$ cat config.mk
export PLATFORM = sky130hd
export DESIGN_NAME = branch_rs
export DESIGN_NICKNAME = d
export VERILOG_FILES = /design/src/rtl/branch_rs.sv
export SDC_FILE = /design/constraint.sdc
export NUM_CORES = 2
export LEC_CHECK = 0
export ABC_AREA = 1
export CORE_ASPECT_RATIO = 0.6
export CORE_MARGIN = 4
export CORE_UTILIZATION = 40
export DETAILED_ROUTE_END_ITERATION = 10
export GPL_TIMING_DRIVEN = 0
export PLACE_DENSITY = 0.56
export REMOVE_ABC_BUFFERS = 1
export SETUP_SLACK_MARGIN = 0.5
export SKIP_CTS_REPAIR_TIMING = 1
export SYNTH_ARGS = -nofsm -noshare
export SYNTH_HDL_FRONTEND = slang
export SYNTH_SLANG_ARGS = --single-unit
$ cat constraint.sdc
create_clock -name clk -period 13.3 [get_ports clk]
set_input_delay 3.99 -clock clk [delete_from_list [all_inputs] [get_ports clk]]
set_output_delay 3.99 -clock clk [all_outputs]
set_load 0.02 [all_outputs]
$ cat src/rtl/branch_rs.sv
// -----------------------------------------------------------------------------
// branch_rs
// Reservation station for branch/jump ops (BEQ..BGEU, JAL, JALR). Holds
// dispatched ops until both source operands are known. Operands are woken by
// snooping two CDB ports. At most one ready op is issued per cycle to the
// branch unit through registered iss_* outputs with a one-cycle iss_en pulse.
//
// Ports
//   clk, rst (sync, active-low), rdy (0 = pause), clear (mispredict flush)
//   disp_*   : dispatch request (op, rs1/rs2 value-or-tag, imm, pc, dest tag)
//   cdb0_*   : ALU broadcast (valid/tag/data)
//   cdb1_*   : LSB broadcast (valid/tag/data)
//   rs_full  : every entry occupied (from registered state only)
//   iss_*    : issued op to branch unit, iss_en high for one cycle per issue
// -----------------------------------------------------------------------------
module branch_rs #(
  parameter int RS_SIZE = 8,
  parameter int OP_W    = 6,
  parameter int TAG_W   = 4
) (
  input  logic             clk,
  input  logic             rst,
  input  logic             rdy,
  input  logic             clear,
  input  logic             disp_en,
  input  logic [OP_W-1:0]  disp_op,
  input  logic [31:0]      disp_v1,
  input  logic             disp_q1_busy,
  input  logic [TAG_W-1:0] disp_q1,
  input  logic [31:0]      disp_v2,
  input  logic             disp_q2_busy,
  input  logic [TAG_W-1:0] disp_q2,
  input  logic [31:0]      disp_imm,
  input  logic [31:0]      disp_pc,
  input  logic [TAG_W-1:0] disp_dest,
  input  logic             cdb0_valid,
  input  logic [TAG_W-1:0] cdb0_tag,
  input  logic [31:0]      cdb0_data,
  input  logic             cdb1_valid,
  input  logic [TAG_W-1:0] cdb1_tag,
  input  logic [31:0]      cdb1_data,
  output logic             rs_full,
  output logic             iss_en,
  output logic [OP_W-1:0]  iss_op,
  output logic [31:0]      iss_reg1,
  output logic [31:0]      iss_reg2,
  output logic [31:0]      iss_imm,
  output logic [31:0]      iss_pc,
  output logic [TAG_W-1:0] iss_dest
);

  localparam int IDX_W = $clog2(RS_SIZE);

  // Entry storage
  logic [RS_SIZE-1:0] busy_reg;
  logic [RS_SIZE-1:0] q1_busy_reg;
  logic [RS_SIZE-1:0] q2_busy_reg;
  logic [OP_W-1:0]    op_reg   [RS_SIZE];
  logic [31:0]        v1_reg   [RS_SIZE];
  logic [31:0]        v2_reg   [RS_SIZE];
  logic [TAG_W-1:0]   q1_reg   [RS_SIZE];
  logic [TAG_W-1:0]   q2_reg   [RS_SIZE];
  logic [31:0]        imm_reg  [RS_SIZE];
  logic [31:0]        pc_reg   [RS_SIZE];
  logic [TAG_W-1:0]   dest_reg [RS_SIZE];

  // Resolve one operand against both CDB ports. Returns {still_busy, value}.
  // cdb0 is checked first so it wins on a (nominally impossible) double match.
  function automatic logic [32:0] snoop(
    input logic             qb,
    input logic [TAG_W-1:0] q,
    input logic [31:0]      v,
    input logic             c0v,
    input logic [TAG_W-1:0] c0t,
    input logic [31:0]      c0d,
    input logic             c1v,
    input logic [TAG_W-1:0] c1t,
    input logic [31:0]      c1d
  );
    logic [32:0] r;
    r = {qb, v};
    if (qb && c0v && (c0t == q))      r = {1'b0, c0d};
    else if (qb && c1v && (c1t == q)) r = {1'b0, c1d};
    return r;
  endfunction

  logic [RS_SIZE-1:0] ready;
  logic [32:0]        op1_next [RS_SIZE];
  logic [32:0]        op2_next [RS_SIZE];
  logic [32:0]        disp_op1_next;
  logic [32:0]        disp_op2_next;

  generate
    for (genvar gi = 0; gi < RS_SIZE; gi++) begin : g_entry
      // Readiness uses pre-edge state, so a same-edge wake-up issues next edge.
      assign ready[gi]    = busy_reg[gi] & ~q1_busy_reg[gi] & ~q2_busy_reg[gi];
      assign op1_next[gi] = snoop(q1_busy_reg[gi], q1_reg[gi], v1_reg[gi],
                                  cdb0_valid, cdb0_tag, cdb0_data,
                                  cdb1_valid, cdb1_tag, cdb1_data);
      assign op2_next[gi] = snoop(q2_busy_reg[gi], q2_reg[gi], v2_reg[gi],
                                  cdb0_valid, cdb0_tag, cdb0_data,
                                  cdb1_valid, cdb1_tag, cdb1_data);
    end
  endgenerate

  // Dispatch bypass: a broadcast in the dispatch cycle is captured directly.
  assign disp_op1_next = snoop(disp_q1_busy, disp_q1, disp_v1,
                               cdb0_valid, cdb0_tag, cdb0_data,
                               cdb1_valid, cdb1_tag, cdb1_data);
  assign disp_op2_next = snoop(disp_q2_busy, disp_q2, disp_v2,
                               cdb0_valid, cdb0_tag, cdb0_data,
                               cdb1_valid, cdb1_tag, cdb1_data);

  assign rs_full = &busy_reg;

  // Lowest-index ready entry (issue) and lowest-index free entry (dispatch).
  logic             iss_found;
  logic [IDX_W-1:0] iss_idx;
  logic [IDX_W-1:0] free_idx;
  logic             disp_we;

  always_comb begin
    iss_found = 1'b0;
    iss_idx   = '0;
    free_idx  = '0;
    for (int i = RS_SIZE - 1; i >= 0; i--) begin
      if (ready[i]) begin
        iss_found = 1'b1;
        iss_idx   = IDX_W'(i);
      end
      if (!busy_reg[i]) free_idx = IDX_W'(i);
    end
  end

  // Fullness is judged before this edge's issue; a slot freed now is not reused now.
  assign disp_we = disp_en & ~rs_full;

  always_ff @(posedge clk) begin
    if (!rst) begin
      busy_reg    <= '0;
      q1_busy_reg <= '0;
      q2_busy_reg <= '0;
      for (int i = 0; i < RS_SIZE; i++) begin
        op_reg[i]   <= '0;
        v1_reg[i]   <= '0;
        v2_reg[i]   <= '0;
        q1_reg[i]   <= '0;
        q2_reg[i]   <= '0;
        imm_reg[i]  <= '0;
        pc_reg[i]   <= '0;
        dest_reg[i] <= '0;
      end
    end else if (rdy) begin
      for (int i = 0; i < RS_SIZE; i++) begin
        if (clear) begin
          busy_reg[i] <= 1'b0;
        end else if (iss_found && (iss_idx == IDX_W'(i))) begin
          busy_reg[i] <= 1'b0;
        end else if (disp_we && (free_idx == IDX_W'(i))) begin
          busy_reg[i]    <= 1'b1;
          op_reg[i]      <= disp_op;
          {q1_busy_reg[i], v1_reg[i]} <= disp_op1_next;
          {q2_busy_reg[i], v2_reg[i]} <= disp_op2_next;
          q1_reg[i]      <= disp_q1;
          q2_reg[i]      <= disp_q2;
          imm_reg[i]     <= disp_imm;
          pc_reg[i]      <= disp_pc;
          dest_reg[i]    <= disp_dest;
        end else if (busy_reg[i]) begin
          {q1_busy_reg[i], v1_reg[i]} <= op1_next[i];
          {q2_busy_reg[i], v2_reg[i]} <= op2_next[i];
        end
      end
    end
  end

  // Issue register: payload holds its last value when nothing issues.
  always_ff @(posedge clk) begin
    if (!rst) begin
      iss_en   <= 1'b0;
      iss_op   <= '0;
      iss_reg1 <= '0;
      iss_reg2 <= '0;
      iss_imm  <= '0;
      iss_pc   <= '0;
      iss_dest <= '0;
    end else if (!rdy || clear) begin
      iss_en <= 1'b0;
    end else if (iss_found) begin
      iss_en   <= 1'b1;
      iss_op   <= op_reg[iss_idx];
      iss_reg1 <= v1_reg[iss_idx];
      iss_reg2 <= v2_reg[iss_idx];
      iss_imm  <= imm_reg[iss_idx];
      iss_pc   <= pc_reg[iss_idx];
      iss_dest <= dest_reg[iss_idx];
    end else begin
      iss_en <= 1'b0;
    end
  end

endmodule

==> impl_metrics.env <==
export IMPL_holdPathStages=2
export IMPL_slew_viol_final=0
export IMPL_r2r_start="busy_reg[2]$_SDFFE_PN0P_"
export IMPL_io_pins=367
export IMPL_seq_area_frac_synth_pct=44.7
export IMPL_cts_tree="built"
export IMPL_routabilityCongestion=0.852
export IMPL_syn_to_final_growth_pct=16.3
export IMPL_vias=74970
export IMPL_avgRoutedWirePerCell_um=24.2
export IMPL_leakage_nw=37.3
export IMPL_slew_headroom_pct=1.66
export IMPL_grt_pass1_vias=68837
export IMPL_r2r_end="v1_reg[178]$_SDFFE_PN0P_"
export IMPL_criticalPathCategory="in -> reg"
export IMPL_min_period_ns=9.31
export IMPL_drive_above_1_share_pct=4.93
export IMPL_grt_first_pass_wirelength_um=465000
export IMPL_ff2ff_path_depth=15
export IMPL_min_from="v1_reg[72]$_SDFFE_PN0P_"
export IMPL_startpoint_type="input port"
export IMPL_postSynthAreaPerCell_um2=6.81
export IMPL_drt_initial_drc_count=10541
export IMPL_timing_fmax_mhz=107
export IMPL_crit_family="buffers and inverters"
export IMPL_gr_total_overflow=0
export IMPL_synth_top_area_share_pct=26.5
export IMPL_path_clk_slew_ns=0.06
export IMPL_powerDensity_mw_per_mm2=110
export IMPL_worstMarginPinSlew_ns=1.47
export IMPL_cp_max_fo=65
export IMPL_wirelength_um=321000
export IMPL_ctsHtreeMaxLevel=4
export IMPL_final_cells=13283
export IMPL_clock_root_buffer="clkbuf_16"
export IMPL_dp_cells=13007
export IMPL_synth_edf_count=656
export IMPL_place_hpwl_um=187000
export IMPL_crit_arrival_ns=10.04
export IMPL_cts_sinks=1331
export IMPL_drc=0
export IMPL_cts_inserted_buffers=153
export IMPL_synth_top_cell_by_area="edfxtp_1"
export IMPL_power_w=0.00949
export IMPL_ys_warn_count=0
export IMPL_endpoint_kind="flop"
export IMPL_rows=122
export IMPL_placement_io_buffers=366
export IMPL_core_area_mm2=0.185
export IMPL_ys_types=40
export IMPL_slowest_delay_ns=1.36
export IMPL_min_to="v1_reg[72]$_SDFFE_PN0P_"
export IMPL_syn_inst=10911
export IMPL_synthArstFlopShare_pct=0
export IMPL_dr_pass1_iters=7
export IMPL_die_x_um=564
export IMPL_grt_max_degree=134
export IMPL_cp_cell_sequence="clkdlybuf4s50_1, inv_1, o211ai_1, nor3_1, nand2_4, nand3_1, nand3_4, inv_2, o21ai_0, nor2_1"
export IMPL_maxCapViolCount=0
export IMPL_syn_area_mm2=0.0743
export IMPL_rrSetupSlack_ns=7.67
export IMPL_start_util_pct=40.3
export IMPL_hp_class="reg -> reg"
export IMPL_rsz0062_at_grt="no"
export IMPL_cp_num_buf_inv=3
export IMPL_ys_flop_type="dfxtp_1"
export IMPL_fill_cells=18149
export IMPL_ant_nets=0
export IMPL_antenna_found_initial=20
export IMPL_cp_required_ns=14.03
export IMPL_status="completed"
export IMPL_vias_per_cell=5.64
export IMPL_setup_viol=0
export IMPL_cts_buffer_depth=4
export IMPL_synth_area_leaders="edfxtp_1 27%, dfxtp_1 18%, nand2_1 16%"
export IMPL_cpMaxStageDelayCell="inv_2"
export IMPL_finalHoldViolCount=0
export IMPL_grt_use_total_pct=32.1
export IMPL_synth_seq_cells=1331
export IMPL_vdd_ir_drop_max_uv=93.0
export IMPL_period_share_pct=70.0
export IMPL_dieArea_mm2=0.193
export IMPL_finClkSkew_ns=0.0280
export IMPL_nets=10909
export IMPL_die_height_um=342
export IMPL_clock_latency_ns=0.82
export IMPL_setup_tns_ns=0
-- tightest hold or removal path, cell delays in order, from the launching register on --
cell and delay, ns:
dfxtp_1 0.31, nand2_1 0.06, a21oi_1 0.05
-- worst max-delay path by stage --
stage                                startpoint                         end  slack, ns  depth (start not counted)
floorplan           q2_busy_reg[0]$_SDFFE_PN0P_    dest_reg[6][0]$_DFFE_PP_      -7.78                          9
global placement                            rst  q1_reg[0][0]$_SDFFCE_PN0P_     -82.57                          2
detailed placement                  cdb0_tag[1]     v2_reg[35]$_SDFFE_PN0P_       3.62                         10
CTS                                 cdb0_tag[1]     v2_reg[35]$_SDFFE_PN0P_       4.44                         10
global route                        cdb0_tag[1]     v2_reg[56]$_SDFFE_PN0P_       4.02                         10
finish                              cdb0_tag[1]     v2_reg[35]$_SDFFE_PN0P_       3.99                         10
-- per-stage QoR --
step / util [%] / cell area (um2) / setup WS (ns) / hold slack [ns]
finish: 46.8 / 86400 / 3.99 / 0.463
global route: 46.8 / 86400 / 4.02 / 0.477
CTS: 46.8 / 86400 / 4.44 / 0.463
detailed placement: 44.2 / 81700 / 3.62 / 0.453
global placement: 41.8 / 77100 / -82.57 / 0.443
floorplan: - / 70300 / -7.78 / 0.441
-- area by class of cell --
type	instances	area (um2)	area share (%)
Inverter	895	3410	3.95
Clock inverter	42	382	0.442
Multi-Input combinational cell	7764	34300	39.7
Timing Repair Buffer	537	7630	8.83
Antenna cell	14	35.0	0.0405
Sequential cell	1331	33200	38.4
Clock buffer	220	4320	5.00
Tap cell	2480	3100	3.59
-- synthesized netlist by cell type, types with 15 or more instances --
master	n
a211oi_1	23
a21oi_1	364
a31oi_1	20
buf_1	108
buf_2	285
buf_4	23
clkbuf_1	500
dfxtp_1	675
edfxtp_1	656
inv_1	845
inv_2	48
nand2_1	3161
nand3_1	1162
nand4_1	68
nor2_1	1545
nor3_1	217
o211ai_1	39
o21a_1	78
o21ai_0	936
o21ai_1	24
o22ai_1	42
xor2_1	15
-- power by group --
part / internal (W) / switching (W) / total [W]
Combinational: 0.000257 / 0.000589 / 0.000846
Clock: 0.00237 / 0.00181 / 0.00419
Sequential: 0.00442 / 0.0000421 / 0.00446
Total: 0.00705 / 0.00244 / 0.00949
-- kinds of logic after synthesis --
| kind of cell | count (synthesis) | share of synthesized area, % |
|---|---|---|
| buffers and inverters | 1816 | 9.82 |
| xor gates and xnor gates | 22 | 0.259 |
| DFF | 1331 | 44.7 |
| and+or+nand+nor | 6196 | 34.1 |
| AOI/OAI and AO/OA | 1546 | 11.1 |
-- per-layer routing --
metal / GRT usage (%) / vias to the layer above / wire length, um
met5: 0 / - / 26
met4: 9.92 / 4 / 10700
met3: 8.33 / 709 / 40700
met2: 46.7 / 4585 / 133000
met1: 46.4 / 34992 / 137000
li1: - / 34680 / -
-- layout by cell type, fill, tap and decap left out, drive strengths merged, types with 220 or more instances in the layout --
cell           count
nand2           3168
clkdlybuf4s50    364
edfxtp           656
nor2            1551
a21oi            369
clkbuf           220
dfxtp            675
inv              896
o21ai            962
nand3           1171
No activity file was read; power rests on OpenSTA's default activity.
